## config.mk

```make
export PLATFORM = sky130hd
export DESIGN_NAME = module_rgb_sequencer
export DESIGN_NICKNAME = d
export VERILOG_FILES = /design/src/rtl/rgb_seq_pkg.sv /design/src/rtl/module_rgb_sequencer_prescaler.sv /design/src/rtl/module_rgb_sequencer.sv
export SDC_FILE = /design/constraint.sdc
export NUM_CORES = 1
export LEC_CHECK = 0
export ABC_AREA = 1
export BUFFER_PORTS_ARGS = -buffer_cell sky130_fd_sc_hd__buf_4
export CORE_MARGIN = 4
export CORE_UTILIZATION = 57
export CTS_CLUSTER_DIAMETER = 50
export DETAILED_ROUTE_END_ITERATION = 16
export HOLD_SLACK_MARGIN = 0.03
export PLACE_DENSITY = 0.78
export SLEW_MARGIN = 20
export SYNTH_ARGS = -nofsm -noshare
export SYNTH_HDL_FRONTEND = slang
export SYNTH_SLANG_ARGS = --single-unit
export TNS_END_PERCENT = 1
```

## constraint.sdc

```tcl
create_clock -name clk_i -period 3.3 [get_ports clk_i]
set_input_delay 0.33 -clock clk_i [delete_from_list [all_inputs] [get_ports clk_i]]
set_output_delay 0.33 -clock clk_i [all_outputs]
set_load 0.03 [all_outputs]
```

## src/rtl/rgb_seq_pkg.sv

```systemverilog
// rgb_seq_pkg: shared types and constants for the RGB colour sequencer.
// Holds the FSM state enum, the register map, the CTRL/STATUS bit positions
// and the colour codes that the downstream LED driver understands.
package rgb_seq_pkg;

    typedef enum logic [1:0] {
        IDLE = 2'd0,
        LOAD = 2'd1,
        HOLD = 2'd2,
        DONE = 2'd3
    } state_t;

    // Register map (4-bit word address)
    localparam logic [3:0] ADDR_CTRL       = 4'd0;
    localparam logic [3:0] ADDR_STATUS     = 4'd1;
    localparam logic [3:0] ADDR_ENTRY_BASE = 4'd8;

    // CTRL bit positions
    localparam int CTRL_RUN_BIT  = 0;
    localparam int CTRL_LOOP_BIT = 1;
    localparam int CTRL_LAST_LSB = 4;

    // STATUS bit positions
    localparam int STATUS_BUSY_BIT = 0;
    localparam int STATUS_IDX_LSB  = 4;
    localparam int STATUS_DONE_BIT = 8;

    // ENTRY field positions
    localparam int ENTRY_COLOR_LSB = 0;
    localparam int ENTRY_HOLD_LSB  = 8;

    // Colour codes, identical to the LED driver encoding
    localparam logic [2:0] OFF      = 3'd0;
    localparam logic [2:0] ROJO     = 3'd1;
    localparam logic [2:0] VERDE    = 3'd2;
    localparam logic [2:0] AZUL     = 3'd3;
    localparam logic [2:0] AMARILLO = 3'd4;
    localparam logic [2:0] CIAN     = 3'd5;
    localparam logic [2:0] MAGENTA  = 3'd6;
    localparam logic [2:0] BLANCO   = 3'd7;

    // One sequence step as stored in the entry file
    typedef struct packed {
        logic [7:0] hold;
        logic [2:0] color;
    } entry_t;

    // A programmed hold of zero ticks behaves like one tick.
    function automatic logic [7:0] hold_load(input logic [7:0] h);
        return (h == 8'd0) ? 8'd1 : h;
    endfunction

endpackage

```

## src/rtl/module_rgb_sequencer_prescaler.sv

```systemverilog
// module_tick_prescaler: divides clk_i down to a one-cycle tick.
// Latency: tick_o first pulses TICK_DIV cycles after clr_i drops, then every TICK_DIV cycles.
// Backpressure: none; free-running counter, clr_i holds it at zero.
// Ports: clk_i clock, rst_i sync active-high reset, clr_i sync clear, tick_o tick pulse.
module module_tick_prescaler #(
    parameter int TICK_DIV = 10000
) (
    input  logic clk_i,
    input  logic rst_i,
    input  logic clr_i,
    output logic tick_o
);

    localparam int CW = (TICK_DIV > 2) ? $clog2(TICK_DIV) : 1;
    localparam logic [CW-1:0] CNT_LAST = CW'(TICK_DIV - 1);

    logic [CW-1:0] cnt_q;

    always_ff @(posedge clk_i) begin
        if (rst_i || clr_i) begin
            cnt_q <= '0;
        end else if (cnt_q == CNT_LAST) begin
            cnt_q <= '0;
        end else begin
            cnt_q <= cnt_q + CW'(1);
        end
    end

    assign tick_o = (cnt_q == CNT_LAST);

endmodule

```

## src/rtl/module_rgb_sequencer.sv

```systemverilog
// module_rgb_sequencer: memory-mapped sequencer that plays up to 8 (colour, hold) steps
// into the RGB LED driver. Latency: CTRL write at edge T -> colour strobe at edge T+2;
// reads return one cycle after the address is sampled. Backpressure: none; the LED driver
// always accepts color_we_o, bus writes are always accepted.
// Ports: clk_i, rst_i (sync, active-high), we_i/addr_i/data_i bus write, data_o registered
// read data, color_o/color_we_o to the LED driver.
// Build option: define RGB_SEQ_READBACK_EN to make ENTRY registers readable at addr 8-15;
// without it those addresses read as 0 and only CTRL/STATUS are readable.
module module_rgb_sequencer
    import rgb_seq_pkg::*;
#(
    parameter int TICK_DIV = 10000
) (
    input  logic        clk_i,
    input  logic        rst_i,
    input  logic        we_i,
    input  logic [3:0]  addr_i,
    input  logic [31:0] data_i,
    output logic [31:0] data_o,
    output logic [2:0]  color_o,
    output logic        color_we_o
);

    // ------------------------------------------------------------------
    // Register file
    // ------------------------------------------------------------------
    logic       ctrl_run_q;
    logic       ctrl_loop_q;
    logic [2:0] ctrl_last_q;
    logic       cmd_q;          // CTRL was written at the previous edge
    entry_t     entry_q [8];

    logic ctrl_wr;
    logic entry_wr;

    assign ctrl_wr  = we_i && (addr_i == ADDR_CTRL);
    assign entry_wr = we_i && (addr_i[3] == ADDR_ENTRY_BASE[3]);

    always_ff @(posedge clk_i) begin
        if (rst_i) begin
            ctrl_run_q  <= 1'b0;
            ctrl_loop_q <= 1'b0;
            ctrl_last_q <= 3'd0;
            cmd_q       <= 1'b0;
            for (int i = 0; i < 8; i++) begin
                entry_q[i] <= '0;
            end
        end else begin
            cmd_q <= ctrl_wr;
            if (ctrl_wr) begin
                ctrl_run_q  <= data_i[CTRL_RUN_BIT];
                ctrl_loop_q <= data_i[CTRL_LOOP_BIT];
                ctrl_last_q <= data_i[CTRL_LAST_LSB +: 3];
            end
            if (entry_wr) begin
                entry_q[addr_i[2:0]].color <= data_i[ENTRY_COLOR_LSB +: 3];
                entry_q[addr_i[2:0]].hold  <= data_i[ENTRY_HOLD_LSB +: 8];
            end
        end
    end

    // Bits of the write bus that no register field stores.
    logic unused_data_bits;
    assign unused_data_bits = ^{data_i[31:16], data_i[7], data_i[3]};

    // ------------------------------------------------------------------
    // Sequencer FSM
    // ------------------------------------------------------------------
    state_t     state_q, state_d;
    logic [2:0] idx_q, idx_d;
    logic [7:0] hold_q, hold_d;
    logic [2:0] color_d;
    logic       color_we_d;
    logic       off_pend_q, off_pend_d;
    logic       tick;
    logic       presc_clr;

    // The prescaler only runs while holding, so every HOLD starts from zero.
    assign presc_clr = (state_q != HOLD);

    module_tick_prescaler #(
        .TICK_DIV (TICK_DIV)
    ) u_prescaler (
        .clk_i  (clk_i),
        .rst_i  (rst_i),
        .clr_i  (presc_clr),
        .tick_o (tick)
    );

    always_comb begin
        state_d    = state_q;
        idx_d      = idx_q;
        hold_d     = hold_q;
        color_d    = color_o;
        color_we_d = 1'b0;
        off_pend_d = off_pend_q;

        if (cmd_q) begin
            // A CTRL write outranks whatever the FSM would otherwise do this
            // cycle, including a LOAD strobe or a hold expiry.
            if (ctrl_run_q) begin
                state_d    = LOAD;
                idx_d      = 3'd0;
                off_pend_d = 1'b0;
            end else if (state_q != IDLE) begin
                state_d = IDLE;
                idx_d   = 3'd0;
                hold_d  = 8'd0;
                // If a colour strobe is on the wire right now, defer the
                // LED-off strobe one cycle so strobes never touch.
                if (color_we_o) begin
                    off_pend_d = 1'b1;
                end else begin
                    color_d    = OFF;
                    color_we_d = 1'b1;
                end
            end
        end else if (off_pend_q) begin
            // Only reachable in IDLE: leaving IDLE needs a run command, which
            // clears the pending flag.
            color_d    = OFF;
            color_we_d = 1'b1;
            off_pend_d = 1'b0;
        end else begin
            unique case (state_q)
                IDLE: begin
                end
                LOAD: begin
                    color_d    = entry_q[idx_q].color;
                    color_we_d = 1'b1;
                    hold_d     = hold_load(entry_q[idx_q].hold);
                    state_d    = HOLD;
                end
                HOLD: begin
                    if (tick) begin
                        if (hold_q <= 8'd1) begin
                            hold_d = 8'd0;
                            if (idx_q != ctrl_last_q) begin
                                idx_d   = idx_q + 3'd1;
                                state_d = LOAD;
                            end else if (ctrl_loop_q) begin
                                idx_d   = 3'd0;
                                state_d = LOAD;
                            end else begin
                                state_d = DONE;
                            end
                        end else begin
                            hold_d = hold_q - 8'd1;
                        end
                    end
                end
                DONE: begin
                end
                default: begin
                    state_d = IDLE;
                end
            endcase
        end
    end

    always_ff @(posedge clk_i) begin
        if (rst_i) begin
            state_q    <= IDLE;
            idx_q      <= 3'd0;
            hold_q     <= 8'd0;
            color_o    <= OFF;
            color_we_o <= 1'b0;
            off_pend_q <= 1'b0;
        end else begin
            state_q    <= state_d;
            idx_q      <= idx_d;
            hold_q     <= hold_d;
            color_o    <= color_d;
            color_we_o <= color_we_d;
            off_pend_q <= off_pend_d;
        end
    end

    // ------------------------------------------------------------------
    // Registered read port
    // ------------------------------------------------------------------
    logic [31:0] rd_d;

    always_comb begin
        rd_d = 32'd0;
        if (addr_i == ADDR_CTRL) begin
            rd_d[CTRL_RUN_BIT]       = ctrl_run_q;
            rd_d[CTRL_LOOP_BIT]      = ctrl_loop_q;
            rd_d[CTRL_LAST_LSB +: 3] = ctrl_last_q;
        end else if (addr_i == ADDR_STATUS) begin
            rd_d[STATUS_BUSY_BIT]     = (state_q == LOAD) || (state_q == HOLD);
            rd_d[STATUS_IDX_LSB +: 3] = idx_q;
            rd_d[STATUS_DONE_BIT]     = (state_q == DONE);
        end
`ifdef RGB_SEQ_READBACK_EN
        else if (addr_i[3] == ADDR_ENTRY_BASE[3]) begin
            rd_d[ENTRY_COLOR_LSB +: 3] = entry_q[addr_i[2:0]].color;
            rd_d[ENTRY_HOLD_LSB +: 8]  = entry_q[addr_i[2:0]].hold;
        end
`endif
    end

    always_ff @(posedge clk_i) begin
        if (rst_i) begin
            data_o <= 32'd0;
        end else begin
            data_o <= rd_d;
        end
    end

endmodule

```

# Yosys cells after proc, flatten, opt, wreduce, memory -nomap -nowiden
# Memories as Yosys holds them, arrays and structs flattened. A register that Yosys moved wholly into a read port is not among the register bits.
# Index checks and enable logic that the tools add are counted.
# word_totals
ram_bits	88
reg_bits	70
inputBits	39
mem_count	1
# op_classes
n_reduce_logical	23
n_lt_le_gt_ge	1
n_bitwise	3
n_eq_ne	14
muxes	52
n_addsub	3
# memory_table
name	depth	width	read_ports	rd_clocked_by_memory_dff	wr	line_no	rtl
entry_q	8	11	1	1	8	module_rgb_sequencer.sv:31	entry_t entry_q [8];
# ops
op	count
$mux W3	20
$mux W8	7
$mux W2	8
$pmux W8 S2	1
$add A14 B1 Y14 const B	1
$eq A14 B14 Y1 const B	1
$mux W1	14
$mux W11	1
$reduce_or A11 Y1	1
$reduce_and A5 Y1	2
$reduce_bool A3 Y1	3
$le A8 B1 Y1 const B	1
$logic_not A8 Y1	1
$ne A2 B2 Y1 const B	4
$reduce_bool A2 Y1	4
$sub A8 B1 Y8 const B	1
$ne A3 B3 Y1 const B	2
$reduce_and A6 Y1	1
$reduce_or A3 Y1	2
$eq A2 B2 Y1 const B	2
$eq A4 B1 Y1 const B	1
$logic_not A4 Y1	1
$pmux W2 S2	1
$reduce_and A4 Y1	1
10 further kinds	15

# Depth between registers and ports, before layout
# depth
depth_word	9
mapped_depth	14
mapped_depth_nobuf	12

# Cells and area by module
# A second synthesis with hierarchy kept.
# unflattened
cells_unflattened	789
area_unflattened_um2	6651.4
# modules_own_cells
module	area_each_um2	seq_area_each_um2	cells_per_inst	n_inst
module_rgb_sequencer	5928.2	3303.2	680	1
module_tick_prescaler	723.2	280.3	109	1

# Worst setup path after synthesis
# Ideal clock, no wire load.
# synth_path
kind	reg-to-reg
startpoint	register hold_q[0]
endpoint	register state_q[1]
stages_incl_launch_ff	12
setup_time_ps	116
required_time_ps	3184
arrival_time_ps	1512
slack_ps	1672
cell_sequence	dfxtp_1 inv_1 ha_1 nor2_1 nor2_1 a21oi_2 nand2_2 nand2_1 inv_1 nand3_1 nand2_1 and3_2
# synth_between
elab_chain_cells	3
# synth_rtl
item	line_no	rtl
start, declared	module_rgb_sequencer.sv:71	logic [7:0] hold_q, hold_d;
start signal, assigned	module_rgb_sequencer.sv:172	hold_q <= hold_d;
$le A8 B1 Y1	module_rgb_sequencer.sv:136	if (hold_q <= 8'd1) begin
$ne A3 B3 Y1 (no source line)	--	
$reduce_and A5 Y1 (no source line)	--	
end signal, assigned	module_rgb_sequencer.sv:170	state_q <= state_d;
end, declared	module_rgb_sequencer.sv:69	state_t state_q, state_d;
# No other way between the ends.
# A chain may end at the register's enable or synchronous reset.

==> results.md <==
- Leading register cell type out of synthesis: sky130_fd_sc_hd__edfxtp_1
- Area Growth Syn to Fin: 10.5%
- Power Dens Cells: 598 mW/mm^2
- Largest area contributor in the netlist: sky130_fd_sc_hd__edfxtp_1
- Worst-path maximum fanout: 45
- Synthesized netlist cell count: roughly 780
- Minimum period implied by the final worst setup slack: about 1900 ps
- WL/cell: 15.6 um
- Capturing element type of the critical path: register
- # rows: 39
- Met2 GRT Util: between 40% and 50%
- Portion of the post-synthesis area used by sequential elements: 53.9%
- Average size of a mapped cell: 8.49 um^2
- Routing layer with the top usage in global route: met2
- Worst-path cell chain: buf_4 -> nand2_1 -> nand3_1 -> nand3_1 -> nand2_1 -> nand2_1 -> nor2_1 -> nand2_1 -> nand2_1 -> nand2_1 -> a21oi_1
- Final total negative setup slack: 0 ps
- Crit start category: register
- Pins over their slew limit: 0
- Path category of the worst min-delay check: input port to register
- Final Cycle Share: 56.9%
- Number of synthesized register bits: between 100 and 150
- Y dimension of the die: 116 um
- Worst slew margin: 50.0%
- Largest net degree at the start of global routing: 46
- Hold buffers post-CTS: 0
- Final Hold Violating Endpoints: 0
- Number of global-route vias before repair: 4852
- Type of the worst setup path: register to register
- Cell with the biggest individual delay on the critical path: sky130_fd_sc_hd__buf_4
- Clock Sinks: roughly 140
- Number of filler cells placed in the layout: 919
- Dominant cell type by count on the critical path: sky130_fd_sc_hd__nand2_1
- Post-cts sizing count: 0
- RSZ-0062 raised after global routing: false
- Largest stage delay, worst path: 430 ps
- Total number of vias: 5192
- Final setup violation count: 0
- Avg Vias per Cell: 5.40
- Peak supply drop: 0.000496 V
- Post-CTS setup repair buffer count: 0
- Clock transition at the registers of the reported paths: 60 ps
- Global routing usage on met3: 5.43%
- Top Family by Delay on Critical Path: simple AND/OR/NAND/NOR gates
- Overall routed net length: about 15000 um
- Antenna Cells: 0
- CP Buf/Inv Count: 1
- Result of the run: completed
- Master cell of the clock root buffer: sky130_fd_sc_hd__clkbuf_16
- Placeable Area: 0.0114 mm^2
- Aggregate global routing overflow: 0
- Synth warn: 0
- Timing-limited maximum frequency: ~530 MHz
- Finished layout cell area: 0.00735 mm^2
- Length of the first detailed-routing pass in iterations: 6
- Residual antenna-violating net count after detailed routing: 0
- DRC marker count from the first detailed-route iteration: around 610
- H-Tree Depth: 4
- # IOs: 75
- Number of distinct standard cells referenced by the synthesized netlist: 43
- Clock tree from TritonCTS: done
- Horizontal die dimension: 116 um
- Global Route Usage Sum: 23.3%
- Initial Utilization: 58.2%
- Final net count: 852
- Number of antenna violations at the first check in global routing: 0
- Top cell type's share of synthesized area: approximately two fifths
- Share of async-settable or async-resettable flops after synthesis: 0%
- Die ar.: 0.0134 mm^2
- Share of final-layout standard cells stronger than drive strength 1: 10.9%
- Signal arrival time at the worst endpoint: 2230 ps
- Post-place instance area: a little under 0.007 mm^2
- Maximum count of clock buffers along a single path: 2
- Synth Cell Area: between 0.006 and 0.007 mm^2
- Clock buffer count from CTS: 17
- Slew at the pin closest to its max-slew limit: 744 ps
- HPWL after detailed placement: 9860 um
- Insertion delay to the later sink of the worst-skew pair: around 430 ps
- Count of port buffers added during placement: 30
- Setup Skew: 5.23 ps
- Required arrival time at the worst endpoint: 3660 ps
- Static leakage: 3.21 nW
- Top post-synthesis cells by area: sky130_fd_sc_hd__edfxtp_1, sky130_fd_sc_hd__dfxtp_1, sky130_fd_sc_hd__nand2_1
- Weighted congestion at the end of routability-driven global placement: 0.944
- Global Route met1 Usage: 28.0%
- First-pass GRT wire length: ~23000 um
- EDFF count, synth: 88
- Maxcap violations: 0
- Remaining DRCs: 0
==> sequential cells by signal, indices dropped and copies added, names as in the netlist, 2 cells and up, named ones only <==
register	cells
color_o	3
ctrl_last_q	3
data_o	6
entry_q	88
hold_q	8
idx_q	3
state_q	2
u_prescaler.cnt_q	14
==> worst register-to-register path, cell delays in order (launching register included) <==
cell	delay, ps
sky130_fd_sc_hd__dfxtp_1	380
sky130_fd_sc_hd__buf_4	430
sky130_fd_sc_hd__nand2_1	150
sky130_fd_sc_hd__nand3_1	150
sky130_fd_sc_hd__nand3_1	100
sky130_fd_sc_hd__nand2_1	130
sky130_fd_sc_hd__nand2_1	70
sky130_fd_sc_hd__nor2_1	100
sky130_fd_sc_hd__nand2_1	50
sky130_fd_sc_hd__nand2_1	70
sky130_fd_sc_hd__nand2_1	50
sky130_fd_sc_hd__a21oi_1	130
==> cell usage in the layout, fill, tap and decap left out, drive strengths merged, types with 8 or more instances in the layout <==
cell	n
nand2	184
nor2	147
inv	98
edfxtp	88
nand3	57
dfxtp	47
buf	33
a21oi	31
conb	26
o21ai	19
clkbuf	18
nor3	9
o22ai	9
ha	8
clkinv	8
==> per-stage QoR <==
stage	hold WS, ps	instances	setup slack [ps]	utilization [%]	power, mW
3_3_place_gp	427	929	1050	59.5	2.59
6_report	179	961	1420	64.3	4.39
2_1_floorplan	418	808	1670	-	2.50
5_1_grt	199	961	1220	64.3	4.58
3_5_place_dp	441	929	985	59.5	2.62
4_1_cts	179	961	1430	64.3	4.39
==> cell type report <==
type	count	area, um^2	area share [%]
flip-flops and latches	135	3580	48.8
multi-input cells	522	2420	32.9
clock buffers	18	429	5.84
inverters	96	364	4.96
repair buffers	33	248	3.37
well taps	143	179	2.44
clock inverters	14	126	1.72
==> metal layers <==
| layer | vias up | wire (um) | part of all wire (%) |
|---|---|---|---|
| li1 | 2508 | - | - |
| met2 | 219 | 7640 | 51 |
| met4 | 0 | 475 | 3.2 |
| met3 | 46 | 1190 | 7.9 |
| met1 | 2419 | 5680 | 38 |
| met5 | - | 0 | 0 |
==> Yosys cell counts (5+ instances only) <==
master                     instances
sky130_fd_sc_hd__edfxtp_1         88
sky130_fd_sc_hd__o21ai_0          19
sky130_fd_sc_hd__nand2_2           8
sky130_fd_sc_hd__buf_2             7
sky130_fd_sc_hd__xor2_1            5
sky130_fd_sc_hd__dfxtp_1          47
sky130_fd_sc_hd__buf_4            30
sky130_fd_sc_hd__a21oi_1          30
sky130_fd_sc_hd__ha_1              8
sky130_fd_sc_hd__buf_6             5
sky130_fd_sc_hd__xnor2_1           5
sky130_fd_sc_hd__nor2_1          143
sky130_fd_sc_hd__inv_1            90
sky130_fd_sc_hd__o22ai_1           9
sky130_fd_sc_hd__nor3_1            9
sky130_fd_sc_hd__nand2_1         176
sky130_fd_sc_hd__clkbuf_1         12
sky130_fd_sc_hd__nand3_1          53
==> cell families after synthesis <==
| group | count (synthesis) | synth area share (%) |
|---|---|---|
| other | 1 | 0.0564 |
| AND/OR/NAND/NOR | 409 | 26.1 |
| flip-flops | 135 | 53.9 |
| adder cells (fa/ha/maj) | 8 | 1.51 |
| XOR/XNOR | 10 | 1.32 |
| buffers and inverters | 151 | 11.1 |
| AO/OA/AOI/OAI | 69 | 5.93 |
==> final timing paths <==
path	startpoint	endpoint	slack, ps	depth (start not counted)
setup reg to reg	register	hold_q[0]$_SDFFE_PP0P_	1420	11
setup / recovery	register	hold_q[0]$_SDFFE_PP0P_	1420	11
hold reg to reg	u_prescaler.cnt_q[0]$_SDFF_PP0_	u_prescaler.cnt_q[0]$_SDFF_PP0_	450	1
hold / removal	data_i[5]	ctrl_last_q[1]$_SDFFE_PP0P_	180	3
==> report_power, final <==
group	internal, mW	switching [mW]	total (mW)
combinational	0.210	0.431	0.641
clock	1.04	0.761	1.80
sequential	1.90	0.0464	1.95
total	3.15	1.24	4.39
No activity file was read; power rests on OpenSTA's default activity.
